[src/rtl/hwag_pkg.sv]
// Shared types and defaults for the HWAG coil sequencer.
package hwag_pkg;

  localparam int unsigned ANG_MAX_DEF = 3839;

  typedef enum logic [1:0] {
    WR_SET    = 2'd0,
    WR_SPARK  = 2'd1,
    WR_OFFSET = 2'd2,
    WR_CTRL   = 2'd3
  } wr_sel_e;

  typedef enum logic [1:0] {
    ST_IDLE   = 2'd0,
    ST_WAIT   = 2'd1,
    ST_CHARGE = 2'd2
  } ch_state_e;

endpackage

[src/rtl/hwag_coil_channel.sv]
// One coil channel: phase-shifted local angle, double-buffered angle regs,
// charge FSM and over-dwell guard with sticky fault.
module hwag_coil_channel
  import hwag_pkg::*;
#(
  parameter int unsigned ANG_WIDTH   = 24,
  parameter int unsigned ANG_MAX     = ANG_MAX_DEF,
  parameter int unsigned DWELL_WIDTH = 16,
  parameter int unsigned DWELL_MAX   = 1280
) (
  input  logic                 clk,
  input  logic                 rst,
  input  logic                 hwag_start,
  input  logic [ANG_WIDTH-1:0] acnt,
  input  logic                 acnt_tick,
  input  logic                 wr_en,
  input  wr_sel_e              wr_sel,
  input  logic [ANG_WIDTH-1:0] wr_data,
  output logic                 wr_reject_c,
  output logic                 coil_out,
  output logic                 spark,
  output logic                 fault
);

  localparam int unsigned LW = ANG_WIDTH + 1;
  localparam logic [LW-1:0]          ANG_MAX_L = LW'(ANG_MAX);
  localparam logic [LW-1:0]          ANG_MOD_L = LW'(ANG_MAX + 1);
  localparam logic [ANG_WIDTH-1:0]   ANG_LIM   = ANG_WIDTH'(ANG_MAX);
  localparam logic [DWELL_WIDTH-1:0] DWELL_LIM = DWELL_WIDTH'(DWELL_MAX);

  ch_state_e              state_q, state_d;
  logic                   coil_q, coil_d, spark_q, spark_d, fault_q, fault_d, en_q, en_d;
  logic [DWELL_WIDTH-1:0] dwell_q, dwell_d, dwell_inc;
  logic [ANG_WIDTH-1:0]   set_p_q, set_p_d, spk_p_q, spk_p_d, off_p_q, off_p_d;
  logic [ANG_WIDTH-1:0]   set_a_q, set_a_d, spk_a_q, spk_a_d, off_a_q, off_a_d;
  logic [LW-1:0]          loc_sum;
  logic [ANG_WIDTH-1:0]   loc;

  assign wr_reject_c = wr_en & (wr_data > ANG_LIM);
  assign dwell_inc   = dwell_q + DWELL_WIDTH'(1);

  always_comb begin
    loc_sum = {1'b0, acnt} + {1'b0, off_a_q};
    if (loc_sum > ANG_MAX_L) loc = ANG_WIDTH'(loc_sum - ANG_MOD_L);
    else                     loc = ANG_WIDTH'(loc_sum);
  end

  always_comb begin
    state_d = state_q;
    coil_d  = coil_q;
    spark_d = 1'b0;
    fault_d = fault_q;
    en_d    = en_q;
    dwell_d = dwell_q;
    set_p_d = set_p_q;
    spk_p_d = spk_p_q;
    off_p_d = off_p_q;
    set_a_d = set_a_q;
    spk_a_d = spk_a_q;
    off_a_d = off_a_q;

    if (!hwag_start || !en_q) begin
      state_d = ST_IDLE;
      coil_d  = 1'b0;
    end else begin
      case (state_q)
        ST_IDLE: state_d = ST_WAIT;
        ST_WAIT: begin
          if (acnt_tick && (loc == set_a_q) && (loc != spk_a_q)) begin
            state_d = ST_CHARGE;
            coil_d  = 1'b1;
            dwell_d = '0;
          end
        end
        ST_CHARGE: begin
          if (acnt_tick) begin
            dwell_d = dwell_inc;
            // Spark match takes priority over the over-dwell cut-off.
            if (loc == spk_a_q) begin
              state_d = ST_WAIT;
              coil_d  = 1'b0;
              spark_d = 1'b1;
            end else if (dwell_inc == DWELL_LIM) begin
              state_d = ST_WAIT;
              coil_d  = 1'b0;
              fault_d = 1'b1;
            end
          end
        end
        default: begin
          state_d = ST_IDLE;
          coil_d  = 1'b0;
        end
      endcase
    end

    // Active angles only change between dwells, never inside one.
    if ((state_q == ST_IDLE) || (acnt_tick && (loc == '0) && (state_q != ST_CHARGE))) begin
      set_a_d = set_p_q;
      spk_a_d = spk_p_q;
      off_a_d = off_p_q;
    end

    if (wr_en && !wr_reject_c) begin
      case (wr_sel)
        WR_SET:    set_p_d = wr_data;
        WR_SPARK:  spk_p_d = wr_data;
        WR_OFFSET: off_p_d = wr_data;
        WR_CTRL: begin
          en_d = wr_data[0];
          if (wr_data[1]) fault_d = 1'b0;
        end
      endcase
    end
  end

  always_ff @(posedge clk or posedge rst) begin
    if (rst) begin
      state_q <= ST_IDLE;
      coil_q  <= 1'b0;
      spark_q <= 1'b0;
      fault_q <= 1'b0;
      en_q    <= 1'b0;
      dwell_q <= '0;
      set_p_q <= '0;
      spk_p_q <= '0;
      off_p_q <= '0;
      set_a_q <= '0;
      spk_a_q <= '0;
      off_a_q <= '0;
    end else begin
      state_q <= state_d;
      coil_q  <= coil_d;
      spark_q <= spark_d;
      fault_q <= fault_d;
      en_q    <= en_d;
      dwell_q <= dwell_d;
      set_p_q <= set_p_d;
      spk_p_q <= spk_p_d;
      off_p_q <= off_p_d;
      set_a_q <= set_a_d;
      spk_a_q <= spk_a_d;
      off_a_q <= off_a_d;
    end
  end

  assign coil_out = coil_q;
  assign spark    = spark_q;
  assign fault    = fault_q;

endmodule

[src/rtl/hwag_coil_sequencer.sv]
// N-channel coil sequencer driven by the HWAG master angle counter.
// Decodes config writes to per-channel instances and flags rejected writes.
module hwag_coil_sequencer
  import hwag_pkg::*;
#(
  parameter int unsigned CH_NUM      = 4,
  parameter int unsigned ANG_WIDTH   = 24,
  parameter int unsigned ANG_MAX     = ANG_MAX_DEF,
  parameter int unsigned DWELL_WIDTH = 16,
  parameter int unsigned DWELL_MAX   = 1280,
  localparam int unsigned CH_W       = (CH_NUM > 1) ? $clog2(CH_NUM) : 1
) (
  input  logic                 clk,
  input  logic                 rst,
  input  logic                 hwag_start,
  input  logic [ANG_WIDTH-1:0] acnt,
  input  logic                 acnt_tick,
  input  logic                 wr_en,
  input  logic [CH_W-1:0]      wr_ch,
  input  logic [1:0]           wr_sel,
  input  logic [ANG_WIDTH-1:0] wr_data,
  output logic [CH_NUM-1:0]    coil_out,
  output logic [CH_NUM-1:0]    spark,
  output logic [CH_NUM-1:0]    fault,
  output logic                 wr_err
);

  logic [CH_NUM-1:0] ch_wr_en_c, ch_reject_c;
  logic              ch_bad_c;
  logic              wr_err_q, wr_err_d;

  assign ch_bad_c = (32'(wr_ch) >= CH_NUM);
  assign wr_err_d = wr_en & (ch_bad_c | (|ch_reject_c));

  for (genvar i = 0; i < CH_NUM; i++) begin : g_ch
    assign ch_wr_en_c[i] = wr_en & ~ch_bad_c & (32'(wr_ch) == 32'(i));

    hwag_coil_channel #(
      .ANG_WIDTH  (ANG_WIDTH),
      .ANG_MAX    (ANG_MAX),
      .DWELL_WIDTH(DWELL_WIDTH),
      .DWELL_MAX  (DWELL_MAX)
    ) u_ch (
      .clk        (clk),
      .rst        (rst),
      .hwag_start (hwag_start),
      .acnt       (acnt),
      .acnt_tick  (acnt_tick),
      .wr_en      (ch_wr_en_c[i]),
      .wr_sel     (wr_sel_e'(wr_sel)),
      .wr_data    (wr_data),
      .wr_reject_c(ch_reject_c[i]),
      .coil_out   (coil_out[i]),
      .spark      (spark[i]),
      .fault      (fault[i])
    );
  end

  always_ff @(posedge clk or posedge rst) begin
    if (rst) wr_err_q <= 1'b0;
    else     wr_err_q <= wr_err_d;
  end

  assign wr_err = wr_err_q;

endmodule

[config.mk]
export PLATFORM = sky130hd
export DESIGN_NAME = hwag_coil_sequencer
export DESIGN_NICKNAME = d
export VERILOG_FILES = /design/src/rtl/hwag_pkg.sv /design/src/rtl/hwag_coil_channel.sv /design/src/rtl/hwag_coil_sequencer.sv
export SDC_FILE = /design/constraint.sdc
export NUM_CORES = 2
export LEC_CHECK = 0
export ABC_AREA = 1
export BUFFER_PORTS_ARGS = -buffer_cell sky130_fd_sc_hd__buf_2
export CAP_MARGIN = 25
export CORE_ASPECT_RATIO = 1.1
export CORE_MARGIN = 2
export CORE_UTILIZATION = 45
export CTS_BUF_LIST = sky130_fd_sc_hd__clkbuf_8
export CTS_CLUSTER_SIZE = 28
export DETAILED_ROUTE_END_ITERATION = 10
export MAX_ROUTING_LAYER = met4
export PLACE_DENSITY = 0.73
export SLEW_MARGIN = 30
export SYNTH_ARGS = -nofsm -noshare
export SYNTH_HDL_FRONTEND = slang
export SYNTH_SLANG_ARGS = --single-unit
export TNS_END_PERCENT = 50
[constraint.sdc]
create_clock -name clk -period 18.85 [get_ports clk]
set_input_delay 1.885 -clock clk [delete_from_list [all_inputs] [get_ports clk]]
set_output_delay 1.885 -clock clk [all_outputs]
set_load 0.05 [all_outputs]
==> impl_metrics.tcl <==
set metrics [dict create \
    drc_errors 0 \
    endpoint_kind "register" \
    worst_pin_slew_ns 1.07 \
    powerDensity_nw_per_um2 75.7 \
    fin_setup_tns_ns 0 \
    dp_slack_ns 11.43 \
    slowest_delay_ns 0.86 \
    critPathKind "in -> reg" \
    synth.avg_cell_area_um2 7.11 \
    clock-sinks 665 \
    synthFlopType "dfrtp_1" \
    synth_edf_count 0 \
    grt_usage_pct 24.2 \
    gp_congestion 0.966 \
    synth_fp_nets 5635 \
    synthArstFlopShare_pct 100 \
    antenna_found_initial 10 \
    dieArea_um2 88700 \
    hold_buffers 0 \
    rsz0062_at_grt "no" \
    cts_buffers 112 \
    cpMostUsedCell "nand2_1" \
    dp_hpwl_um 75400 \
    slew_viol_final 0 \
    ir_drop_mv 0.0754 \
    setup_violations 0 \
    clock-root-buffer "clkbuf_8" \
    ys_warn_count 0 \
    min_period_ns 6.71 \
    syn_area_um2 38900 \
    grt_overflow 0 \
    postRouteAntennaNets 0 \
    die-height_um 312 \
    drt_wl_total_um 105000 \
    fin_ws_ns 12.14 \
    std_cell_rows 113 \
    fmax_ghz 0.149 \
    slew-limit-headroom_pct 28.6 \
    start_util_pct 45.2 \
    final_common_cell "nand2_1" \
    slowest_stage "nand2_8" \
    crit_arrival_ns 7.36 \
    grt_pass1_vias 32700 \
    hp-class "reg -> reg" \
    grt_pass1_wl_um 169000 \
    path_max_fanout 125 \
    cp_cell_sequence "buf_2 -> inv_1 -> fa_1 -> inv_1 -> nand3_1 -> nand2_2 -> nand2_1 -> nand2_2 -> xor2_1 -> inv_1 -> ha_1 -> inv_1 -> nor2_1 -> nand2_1 -> nor2_1 -> nand2_1 -> nand2_1 -> nand2_1 -> nand4_1 -> nor4_1 -> nand3_1 -> nand2_8 -> nand2_1 -> o21ai_1" \
    clk_pin_slew_ns 0.07 \
    finClkSkew_ns 0.0857 \
    p_leak_nw 22.2 \
    postCtsSetupBuffers 0 \
    viasPerCell 5.09 \
    firstDrtPassIters 6 \
    cts_tree "yes" \
    drive_gt1_share_pct 6.40 \
    route.vias.total 34500 \
    hold_viol 0 \
    ys_ff_latch 665 \
    drtIter0Drc 2984 \
    yosysSeqAreaShare_pct 42.8 \
    routedWlPerCell_um 15.5 \
    cts.path.max_buffers 3 \
    clock_latency_ns 0.81 \
    grt_max_degree 184 \
    io_buffers 69 \
    synthToLayoutAreaGrowth_pct 10.0 \
    holdWs_ns 0.404 \
    core_um2 86000 \
    synth_cell_types 52 \
    ioPinCount 70 \
    outcome "completed" \
    final_nets 5686 \
    cp.required_ns 19.50 \
    period_share_pct 35.6 \
    chipWidth_um 284 \
    cp-start-kind "primary input" \
    synthCells 5466 \
    htree_levels 3 \
    final_cell_mix "nand2_1, inv_1, dfrtp_1" \
    drv_cap 0 \
    cts_resized 0 \
]
## kinds of logic after synthesis
logic type / after synthesis / share of synthesized area, %
AO/OA/AOI/OAI: 673 / 8.94
XOR/XNOR: 140 / 3.23
adder cells (fa/ha/maj): 112 / 3.68
buffers and inverters: 1008 / 10.5
flip-flops: 665 / 42.8
AND/OR/NAND/NOR: 2868 / 30.8
## Yosys cell counts (2+ instances only)
master / n / area [um^2]
nand3b_1: 18 / 135
nand2_4: 2 / 22.5
nor2_2: 7 / 43.8
ha_1: 108 / 1350
o21bai_1: 8 / 60.1
dfrtp_1: 665 / 16600
clkbuf_1: 63 / 236
o31ai_1: 2 / 15.0
or2_2: 17 / 106
o211ai_1: 6 / 45.0
nor3b_1: 7 / 52.6
o22ai_1: 4 / 25.0
nand3_2: 4 / 40.0
o2111ai_1: 3 / 26.3
a211oi_1: 3 / 22.5
buf_4: 41 / 308
buf_1: 3 / 11.3
nor4_1: 28 / 175
buf_6: 13 / 146
o21ai_0: 372 / 1860
nor2_4: 4 / 45.0
xor2_1: 118 / 1030
nand2_2: 17 / 106
a2111oi_0: 2 / 17.5
fa_1: 4 / 80.1
o21ai_2: 2 / 17.5
nor2_1: 576 / 2160
clkbuf_2: 2 / 10.0
nand4_1: 116 / 726
nor3_1: 65 / 325
xnor2_1: 18 / 158
inv_1: 839 / 3150
o21ai_1: 85 / 425
inv_2: 14 / 52.6
a21oi_2: 2 / 17.5
nand3_1: 384 / 1920
a21oi_1: 179 / 896
buf_2: 30 / 150
nand2_1: 1615 / 6060
clkinv_1: 3 / 11.3
and2_1: 4 / 25.0
xor2_2: 3 / 48.8
## worst max-delay path: cells and delay by family
family,cells,cell delay [ns]
compound gates,1,0.11
buf+inv,5,0.72
fa+ha+maj,2,0.74
xor+xnor,1,0.37
simple gates,15,3.48
## worst paths after layout
check | from | end | slack, ns | depth (start not counted)
setup / recovery | acnt[1] | g_ch[0].u_ch.set_a_q[3]$_DFFE_PP0P_ | 12.14 | 24
hold / removal | g_ch[0].u_ch.off_p_q[8]$_DFFE_PP0P_ | g_ch[0].u_ch.off_a_q[8]$_DFFE_PP0P_ | 0.40 | 2
setup reg to reg | g_ch[0].u_ch.off_a_q[0]$_DFFE_PP0P_ | g_ch[0].u_ch.set_a_q[3]$_DFFE_PP0P_ | 13.24 | 24
hold reg to reg | g_ch[0].u_ch.off_p_q[8]$_DFFE_PP0P_ | g_ch[0].u_ch.off_a_q[8]$_DFFE_PP0P_ | 0.40 | 2
max in group asynchronous | rst | g_ch[0].u_ch.spk_a_q[14]$_DFFE_PP0P_ | 15.12 | 5
min in group asynchronous | rst | g_ch[3].u_ch.spark$_DFF_PP0_ | 1.19 | 2
## sequential cells by signal, summed over array words and instances, names as in the netlist
signal              cells
g_ch.u_ch.dwell_q      64
g_ch.u_ch.set_p_q      96
g_ch.u_ch.fault         4
g_ch.u_ch.spark         4
g_ch.u_ch.coil_out      4
g_ch.u_ch.en_q          4
g_ch.u_ch.set_a_q      96
g_ch.u_ch.spk_a_q      96
wr_err                  1
g_ch.u_ch.off_p_q      96
g_ch.u_ch.spk_p_q      96
g_ch.u_ch.off_a_q      96
g_ch.u_ch.state_q       8
## power breakdown
group	internal, mW	total (mW)	switching [mW]
sequential	1.43	1.43	0.000373
clock	0.858	1.50	0.645
combinational	0.0790	0.303	0.224
## stage by stage
step / area, um^2 / std cells / power, mW / utilization, %
floorplan: 38900 / 5466 / 1.66 / -
global placement: 40000 / 6552 / 1.75 / 46.5
detailed placement: 40000 / 6552 / 1.75 / 46.6
CTS: 42700 / 6759 / 3.26 / 49.7
global route: 42700 / 6770 / 3.37 / 49.7
finish: 42800 / 6772 / 3.23 / 49.7
## layout make-up
| cell class | instances | area, um^2 |
|---|---|---|
| antenna | 12 | 30.0 |
| clock buffer | 146 | 2010 |
| clock inverter | 61 | 662 |
| fill | 8603 | 43200 |
| inverter | 856 | 3220 |
| multi-input combinational | 3793 | 18200 |
| sequential | 665 | 16600 |
| tap | 1150 | 1440 |
| timing repair buffer | 89 | 539 |
## routing by layer
layer  share of wire (%)  track usage, %  vias up
met1                  45            31.6    16100
met5                   0               -        -
met4                 2.7            7.08        0
met2                  46            38.6      856
li1                    -               -    17300
met3                 6.6            4.18      195
Note: power is estimated with default switching activity, not from simulation.
